File: src/rtl/wfg_memory_streamer.sv
// Sequential sample fetcher: walks a configurable address window of the sample
// memory and delivers the read words as a valid/ready stream through a small FIFO.
module wfg_memory_streamer #(
    parameter int ADDR_W = 10,
    parameter int DATA_W = 32,
    parameter int DEPTH  = 4
) (
    input  logic              clk,
    input  logic              rst,
    input  logic              en,
    input  logic [ADDR_W-1:0] cfg_start,
    input  logic [ADDR_W-1:0] cfg_end,
    output logic              csb,
    output logic [ADDR_W-1:0] addr,
    input  logic [DATA_W-1:0] dout,
    output logic [DATA_W-1:0] tdata,
    output logic              tvalid,
    input  logic              tready,
    output logic              wrap
);

    localparam int PTR_W = (DEPTH > 1) ? $clog2(DEPTH) : 1;
    localparam int CNT_W = $clog2(DEPTH + 1);

    typedef enum logic [0:0] {IDLE = 1'b0, FETCH = 1'b1} state_t;

    state_t            state_r, state_s;
    logic [ADDR_W-1:0] ptr_r, start_r, end_r;
    logic [ADDR_W-1:0] cur_ptr_s, cur_start_s, cur_end_s, ptr_nxt_s;
    logic              last_s, issue_s, push_s, pop_s, flush_s;
    logic              rd_pend_r;
    logic [CNT_W:0]    occ_s;
    logic [DATA_W-1:0] fifo_r [DEPTH];
    logic [PTR_W-1:0]  wr_ptr_r, rd_ptr_r;
    logic [CNT_W-1:0]  count_r;

    function automatic logic [PTR_W-1:0] ptr_inc(input logic [PTR_W-1:0] p);
        if (p == PTR_W'(DEPTH - 1)) begin
            return {PTR_W{1'b0}};
        end else begin
            return p + PTR_W'(1);
        end
    endfunction

    // FSM state register
    always_ff @(posedge clk) begin
        if (rst) begin
            state_r <= IDLE;
        end else begin
            state_r <= state_s;
        end
    end

    // Next state, effective window (live config in IDLE) and read-issue credit
    always_comb begin
        state_s     = state_r;
        cur_ptr_s   = ptr_r;
        cur_start_s = start_r;
        cur_end_s   = end_r;
        case (state_r)
            IDLE: begin
                cur_ptr_s   = cfg_start;
                cur_start_s = cfg_start;
                cur_end_s   = cfg_end;
                if (en) state_s = FETCH;
                else    state_s = IDLE;
            end
            FETCH: begin
                if (en) state_s = FETCH;
                else    state_s = IDLE;
            end
            default: state_s = IDLE;
        endcase
        // Words buffered plus reads still travelling through the memory
        occ_s   = {1'b0, count_r} + {{CNT_W{1'b0}}, ~csb} + {{CNT_W{1'b0}}, rd_pend_r};
        issue_s = en && (occ_s < (CNT_W + 1)'(DEPTH));
        last_s  = (cur_ptr_s == cur_end_s);
        if (last_s) begin
            ptr_nxt_s = cur_start_s;
        end else begin
            ptr_nxt_s = cur_ptr_s + ADDR_W'(1);
        end
    end

    assign push_s  = rd_pend_r && en;
    assign pop_s   = tvalid && tready;
    assign flush_s = !en;
    assign tvalid  = (count_r != {CNT_W{1'b0}});
    assign tdata   = tvalid ? fifo_r[rd_ptr_r] : {DATA_W{1'b0}};

    // Memory read port, window pointer and wrap pulse
    always_ff @(posedge clk) begin
        if (rst) begin
            csb       <= 1'b1;
            addr      <= {ADDR_W{1'b0}};
            wrap      <= 1'b0;
            rd_pend_r <= 1'b0;
            ptr_r     <= {ADDR_W{1'b0}};
            start_r   <= {ADDR_W{1'b0}};
            end_r     <= {ADDR_W{1'b0}};
        end else begin
            // A read captured by the memory now returns data next cycle unless stopping
            rd_pend_r <= en && !csb;
            if (state_r == IDLE && en) begin
                start_r <= cfg_start;
                end_r   <= cfg_end;
            end
            if (issue_s) begin
                csb   <= 1'b0;
                addr  <= cur_ptr_s;
                ptr_r <= ptr_nxt_s;
                wrap  <= last_s;
            end else begin
                csb   <= 1'b1;
                wrap  <= 1'b0;
            end
        end
    end

    // Output FIFO; flushed whenever streaming is disabled
    always_ff @(posedge clk) begin
        if (rst || flush_s) begin
            wr_ptr_r <= {PTR_W{1'b0}};
            rd_ptr_r <= {PTR_W{1'b0}};
            count_r  <= {CNT_W{1'b0}};
        end else begin
            if (push_s) begin
                fifo_r[wr_ptr_r] <= dout;
                wr_ptr_r         <= ptr_inc(wr_ptr_r);
            end
            if (pop_s) begin
                rd_ptr_r <= ptr_inc(rd_ptr_r);
            end
            case ({push_s, pop_s})
                2'b10:   count_r <= count_r + CNT_W'(1);
                2'b01:   count_r <= count_r - CNT_W'(1);
                default: count_r <= count_r;
            endcase
        end
    end

endmodule

File: config.mk
export PLATFORM = sky130hd
export DESIGN_NAME = wfg_memory_streamer
export DESIGN_NICKNAME = d
export VERILOG_FILES = /design/src/rtl/wfg_memory_streamer.sv
export SDC_FILE = /design/constraint.sdc
export NUM_CORES = 1
export LEC_CHECK = 0
export ABC_AREA = 1
export BUFFER_PORTS_ARGS = -buffer_cell sky130_fd_sc_hd__buf_2
export CAP_MARGIN = 20
export CORE_ASPECT_RATIO = 1.75
export CORE_MARGIN = 1.5
export CORE_UTILIZATION = 54
export CTS_BUF_LIST = sky130_fd_sc_hd__clkbuf_2 sky130_fd_sc_hd__clkbuf_4 sky130_fd_sc_hd__clkbuf_8
export CTS_CLUSTER_DIAMETER = 120
export DETAILED_ROUTE_END_ITERATION = 16
export PLACE_DENSITY = 0.85
export SLEW_MARGIN = 20
export SYNTH_ARGS = -nofsm -noshare
export SYNTH_HDL_FRONTEND = slang
export SYNTH_SLANG_ARGS = --single-unit
File: constraint.sdc
create_clock -name clk -period 2.7 [get_ports clk]
set_input_delay 0.675 -clock clk [delete_from_list [all_inputs] [get_ports clk]]
set_output_delay 0.675 -clock clk [all_outputs]
set_load 0.02 [all_outputs]
==> metrics.cfg, run 1 <==
[synth]
yosysWarnings=0
synthTopCellsByArea=edfxtp_1 49%, dfxtp_1 14%, nor2_1 7.8%
synthCells=812
yosysMostFrequentCell=nor2_1
synth_common_cells=161 x nor2_1, 140 x nand2_1, 128 x edfxtp_1, 98 x o21ai_0, 58 x a21oi_1
synthesis.nets=877
synthArstFlopShare=0
syn_area_sq_um=7790
syn_avg_cell_area_sq_um=9.60
ys_seq_elements=181
synth-edff-count=128
synthFlopType=edfxtp_1
synth.largest_area_cell=edfxtp_1
synth_top_area_share=0.493
synth-seq-area-share=0.629
ys_types=31

[die]
ios=101
die_w_um=93.8
dieHeight_um=162
core_sq_um=14000
fp-row-count=57
dieArea_sq_um=15200
initial_core_util=0.558

[global_route]
grt-ovfl-total=0
antenna_found_initial=1
grt_use_total=0.235
grt_pass1_vias=5837
grt_max_degree=65
grt_pass1_wl_mm=27.0

[sta]
rsz0062_at_grt=false
clock.fmax_mhz=392
fin_crit_sh=0.945
slew_headroom=0.600
slew_viol_final=0
hold_violations=0
setup_viol=0
fin_skew_ps=12.6
finalCriticalPeriod_ps=2550
tightest_slew_ps=599

[layout]
syn_to_final_growth_pct=15.8
final_cells=1104
fill_cells=1124
drive_above_1_share=0.200
multi_input_area_sq_um=2490
fin_nets=979
diodes=0
regArea_sq_um=4910

[power_and_ir_drop]
vdd_ir_drop_max_mv=0.348
leakagePower_nw=3.71
power_density_nw_per_um2=587
p_total_mw=5.30

[route]
drc_errors=0
drt_iter0_markers=308
vias=5984
postRouteAntennaNets=0
drt-total-wl_mm=17.2
first_pass_iters=7
avgViaCountPerCell=5.42
wl_per_cell_um=15.6

[worst_hold_path]
hold_class=input port to flop
hold_depth=1
min_to=fifo_r[3][28]$_DFFE_PP_
min-delay-start=dout[28]

[placement]
dp_hpwl_mm=11.5
dp_cells=1071
place_congestion=0.976
portBuffers=100

[cts]
ctsHoldBuffers=0
cts_root_buf=clkbuf_8
cts_sinks=181
clockBufferDepth=2
cts_tree=built
numCtsBuffers=17
clock_latency_ps=440
clk_pin_slew_ps=100
cts_max_level=4

[setup_path]
arrival_ps=1880
r2r_slack_ps=470
worst-path-max-fanout=38
required_ps=2030
r2r_end=ptr_r[8]$_SDFFE_PP0P_
critPathKind=flop to output port
worstSetupStartpointType=flop
r2r_start=state_r$_SDFF_PP0_
crit_path_end_kind=output port
reg2reg_depth=14

[status]
outcome=completed

[run]
drv_cap=0

[cell type report]
cell class                      count  area share
Inverter                           59      0.0250
Tap cell                          177      0.0245
Sequential cell                   181       0.544
Timing Repair Buffer              124      0.0837
Clock inverter                     14      0.0202
Multi-Input combinational cell    531       0.276
Clock buffer                       18      0.0268
[flip-flops by register name, indices dropped and copies added (netlist names), named ones only]
| name | cells |
|---|---|
| addr | 10 |
| wrap | 1 |
| wr_ptr_r | 2 |
| ptr_r | 10 |
| end_r | 10 |
| fifo_r | 128 |
| count_r | 3 |
| rd_ptr_r | 2 |
| rd_pend_r | 1 |
| csb | 1 |
| start_r | 10 |
| state_r | 1 |
[report_power, final]
group          internal [mW]  total, mW  switching [mW]  leakage (nW)
sequential              3.01       3.03          0.0235          1.59
clock                  0.881       1.90            1.02         0.210
combinational          0.127      0.371           0.244          1.91
[cell usage in the layout (no fill, tap or decap), types with 3 or more instances in the layout]
cell and instances:
clkbuf_8 17, nand4_1 11, buf_12 6, buf_4 18, nand2_2 5, inv_6 3
nor2_1 157, clkinvlp_4 3, o21ai_0 98, edfxtp_1 128, a21oi_1 58, buf_2 100
nor2_2 8, inv_1 53, inv_8 5, xor2_1 4, ha_1 8, o21ai_2 4
nor2_4 4, a211oi_1 8, nand3_1 14, dfxtp_1 52, inv_2 3, nand2_1 140
[stage by stage]
step	hold WS [ps]	utilization	setup WS (ps)	instance area (sq um)	setup TNS [ps]
after floorplan	426	-	-206	7790	-26350
after global placement	431	0.615	533	8590	0
after detailed placement	432	0.615	477	8590	0
after CTS	408	0.645	11.4	9010	0
after global routing	402	0.646	13.5	9030	0
final	437	0.646	150	9030	0
[worst max-delay path by stage]
stage / start / end / slack [ps] / cells after the start
2_1_floorplan: en / fifo_r[0][0]$_DFFE_PP_ / -210 / 4
3_3_place_gp: rst / fifo_r[1][7]$_DFFE_PP_ / 530 / 5
3_5_place_dp: rst / fifo_r[1][10]$_DFFE_PP_ / 480 / 5
4_1_cts: flop / tdata[26] / 10 / 6
5_1_grt: flop / tdata[31] / 10 / 6
6_report: flop / tdata[3] / 150 / 6
[metal layers]
layer,wire [um],global-route usage,vias to the layer above
met1,6010,0.239,2766
met4,709,0.147,2
li1,-,-,2934
met2,9480,0.435,228
met5,13,0,-
met3,1000,0.0398,54
[worst max-delay path, stage by stage, from the launching register on]
cell     delay [ps]
dfxtp_2         350
buf_4           360
nor2_1           90
nor2_1           90
o21ai_0          90
a21oi_1         230
buf_2           210
[kinds of logic (layout without fill, tap and decap cells)]
family | Yosys count | count (layout) | share of synthesized area
compound gates | 174 | 174 | 0.118
buf+inv | 100 | 215 | 0.0554
simple gates | 344 | 344 | 0.177
fa+ha+maj | 9 | 9 | 0.0154
xor+xnor | 4 | 4 | 0.00449
flops | 181 | 181 | 0.629
[timing repair]
item	CTS	global route
resized for setup	0	1
setup endpoints to repair	0	16
buffers inserted	0	1
Note: power is estimated with default switching activity, not from simulation.
==> run 2, diff against run 1 <==
--- a/config.mk
+++ b/config.mk
@@ -9,7 +9,6 @@
 export BUFFER_PORTS_ARGS = -buffer_cell sky130_fd_sc_hd__buf_2
 export CAP_MARGIN = 20
 export CORE_ASPECT_RATIO = 1.75
-export CORE_MARGIN = 1.5
 export CORE_UTILIZATION = 54
 export CTS_BUF_LIST = sky130_fd_sc_hd__clkbuf_2 sky130_fd_sc_hd__clkbuf_4 sky130_fd_sc_hd__clkbuf_8
 export CTS_CLUSTER_DIAMETER = 120
==> run 2 against run 1 <==
Clock skew increased by 6.8 ps. Critical path type unchanged. Utilization is 0.51 points lower. Critical endpoint is now tdata[6]. Non-clock buffer count decreased by 3. Final cell count down 0.18%.
==> metrics.cfg, run 2 (synthesis gave the netlist of run 1 again) <==
[sta]
whs_ps=435
fin_crit_sh=0.930
tightest_slew_ps=614
finalCriticalPeriod_ps=2510
fin_skew_ps=19.4
clock.fmax_mhz=398
setup_viol=0
finalWorstSetupSlack_ps=190
rsz0062_at_grt=false
hold_violations=0
fin_setup_tns_ps=0
slew_viol_final=0
slew_headroom=0.590

[die]
die_w_um=92.8
initial_core_util=0.558
ios=101
fp-row-count=57
core_sq_um=14000
dieArea_sq_um=14900
dieHeight_um=161

[route]
drt-total-wl_mm=16.8
wl_per_cell_um=15.3
drt_iter0_markers=262
postRouteAntennaNets=0
drc_errors=0
first_pass_iters=5
vias=5975
avgViaCountPerCell=5.42

[global_route]
antenna_found_initial=3
grt_pass1_vias=5891
top_usage_layer=met2
grt_use_total=0.233
gr-usage-met1=0.223
grt-ovfl-total=0
gr-usage-met3=0.0516
use_met2=0.429
grt_pass1_wl_mm=26.5
grt_max_degree=65

[status]
outcome=completed

[cts]
clk_pin_slew_ps=100
clockBufferDepth=2
numCtsBuffers=17
cts_max_level=4
clock_latency_ps=450
ctsHoldBuffers=0
cts_tree=built
cts_resized=0
cts_root_buf=clkbuf_8
cts_sinks=181
cts_setup_buffers=0

[setup_path]
worstSetupStartpointType=flop
arrival_ps=1830
required_ps=2030
crit_path_end_kind=output port
worst-path-max-fanout=30
critPathKind=flop to output port

[layout]
syn_to_final_growth_pct=14.9
regMostFlops=fifo_r
final_cell_mix=157 x nor2_1, 140 x nand2_1, 128 x edfxtp_1
post-route-util=0.641
drive_above_1_share=0.195
fin_nets=976
mostFrequentLayoutCell=nor2_1
fill_cells=1149
largest_reg_flops=128
final_area_sq_um=8950

[run]
drv_cap=0

[placement]
dp_hpwl_mm=11.2
place_congestion=0.917
dp_slack_ps=536
portBuffers=100
placed_cell_area_sq_um=8580

[power_and_ir_drop]
vdd_ir_drop_max_mv=0.347
pwr-share-comb=0.073
p_int_mw=3.82
share_seq_of_total_power=0.595
power_frac_clock=0.333
switchingPower_mw=1.28
sw_frac_of_total=0.252
leakagePower_nw=3.66
power_density_nw_per_um2=570

[worst_hold_path]
hold_class=input port to flop

==> run 2: final timing paths <==
check / from / end / slack [ps] / cells after the start
min reg2reg: addr[3]$_SDFFE_PP0P_ / addr[3]$_SDFFE_PP0P_ / 450 / 2
max: flop / tdata[6] / 190 / 6
min: dout[30] / fifo_r[0][30]$_DFFE_PP_ / 440 / 1
max reg2reg: rd_pend_r$_SDFF_PP0_ / addr[5]$_SDFFE_PP0P_ / 480 / 7
==> run 2: cell type report <==
cell class,count,area [sq um],area share
repair buffers,121,733,0.0819
clock inverters,14,140,0.0156
inverters,59,221,0.0247
multi-input cells,531,2490,0.278
diodes,2,5.00,0.000559
well taps,177,221,0.0247
clock buffers,17,234,0.0261
flip-flops and latches,181,4910,0.548
==> run 2: worst max-delay path, stage by stage, from the launching register on <==
cell,delay [ps]
dfxtp_2,350
buf_4,290
nor2_1,90
nor2_1,110
o21ai_0,110
a21oi_1,230
buf_2,200
==> run 2: layer usage <==
| layer | share of wire | vias up |
|---|---|---|
| li1 | - | 2928 |
| met1 | 0.36 | 2756 |
| met2 | 0.54 | 231 |
| met3 | 0.055 | 60 |
| met4 | 0.049 | 0 |
| met5 | 0 | - |
==> run 2: through the flow <==
stage | power [mW] | cells
3_5_place_dp | 3.46 | 1069
2_1_floorplan | 3.32 | 812
6_report | 5.10 | 1102
3_3_place_gp | 3.46 | 1069
5_1_grt | 5.30 | 1101
4_1_cts | 5.14 | 1100
==> run 2: power groups by stage <==
stage,Combinational (mW),Clock [mW],Sequential (mW)
after floorplan,0.213,0,3.10
after global placement,0.360,0,3.10
after detailed placement,0.366,0,3.10
after CTS,0.367,1.74,3.03
after global routing,0.410,1.85,3.04
final,0.370,1.70,3.03
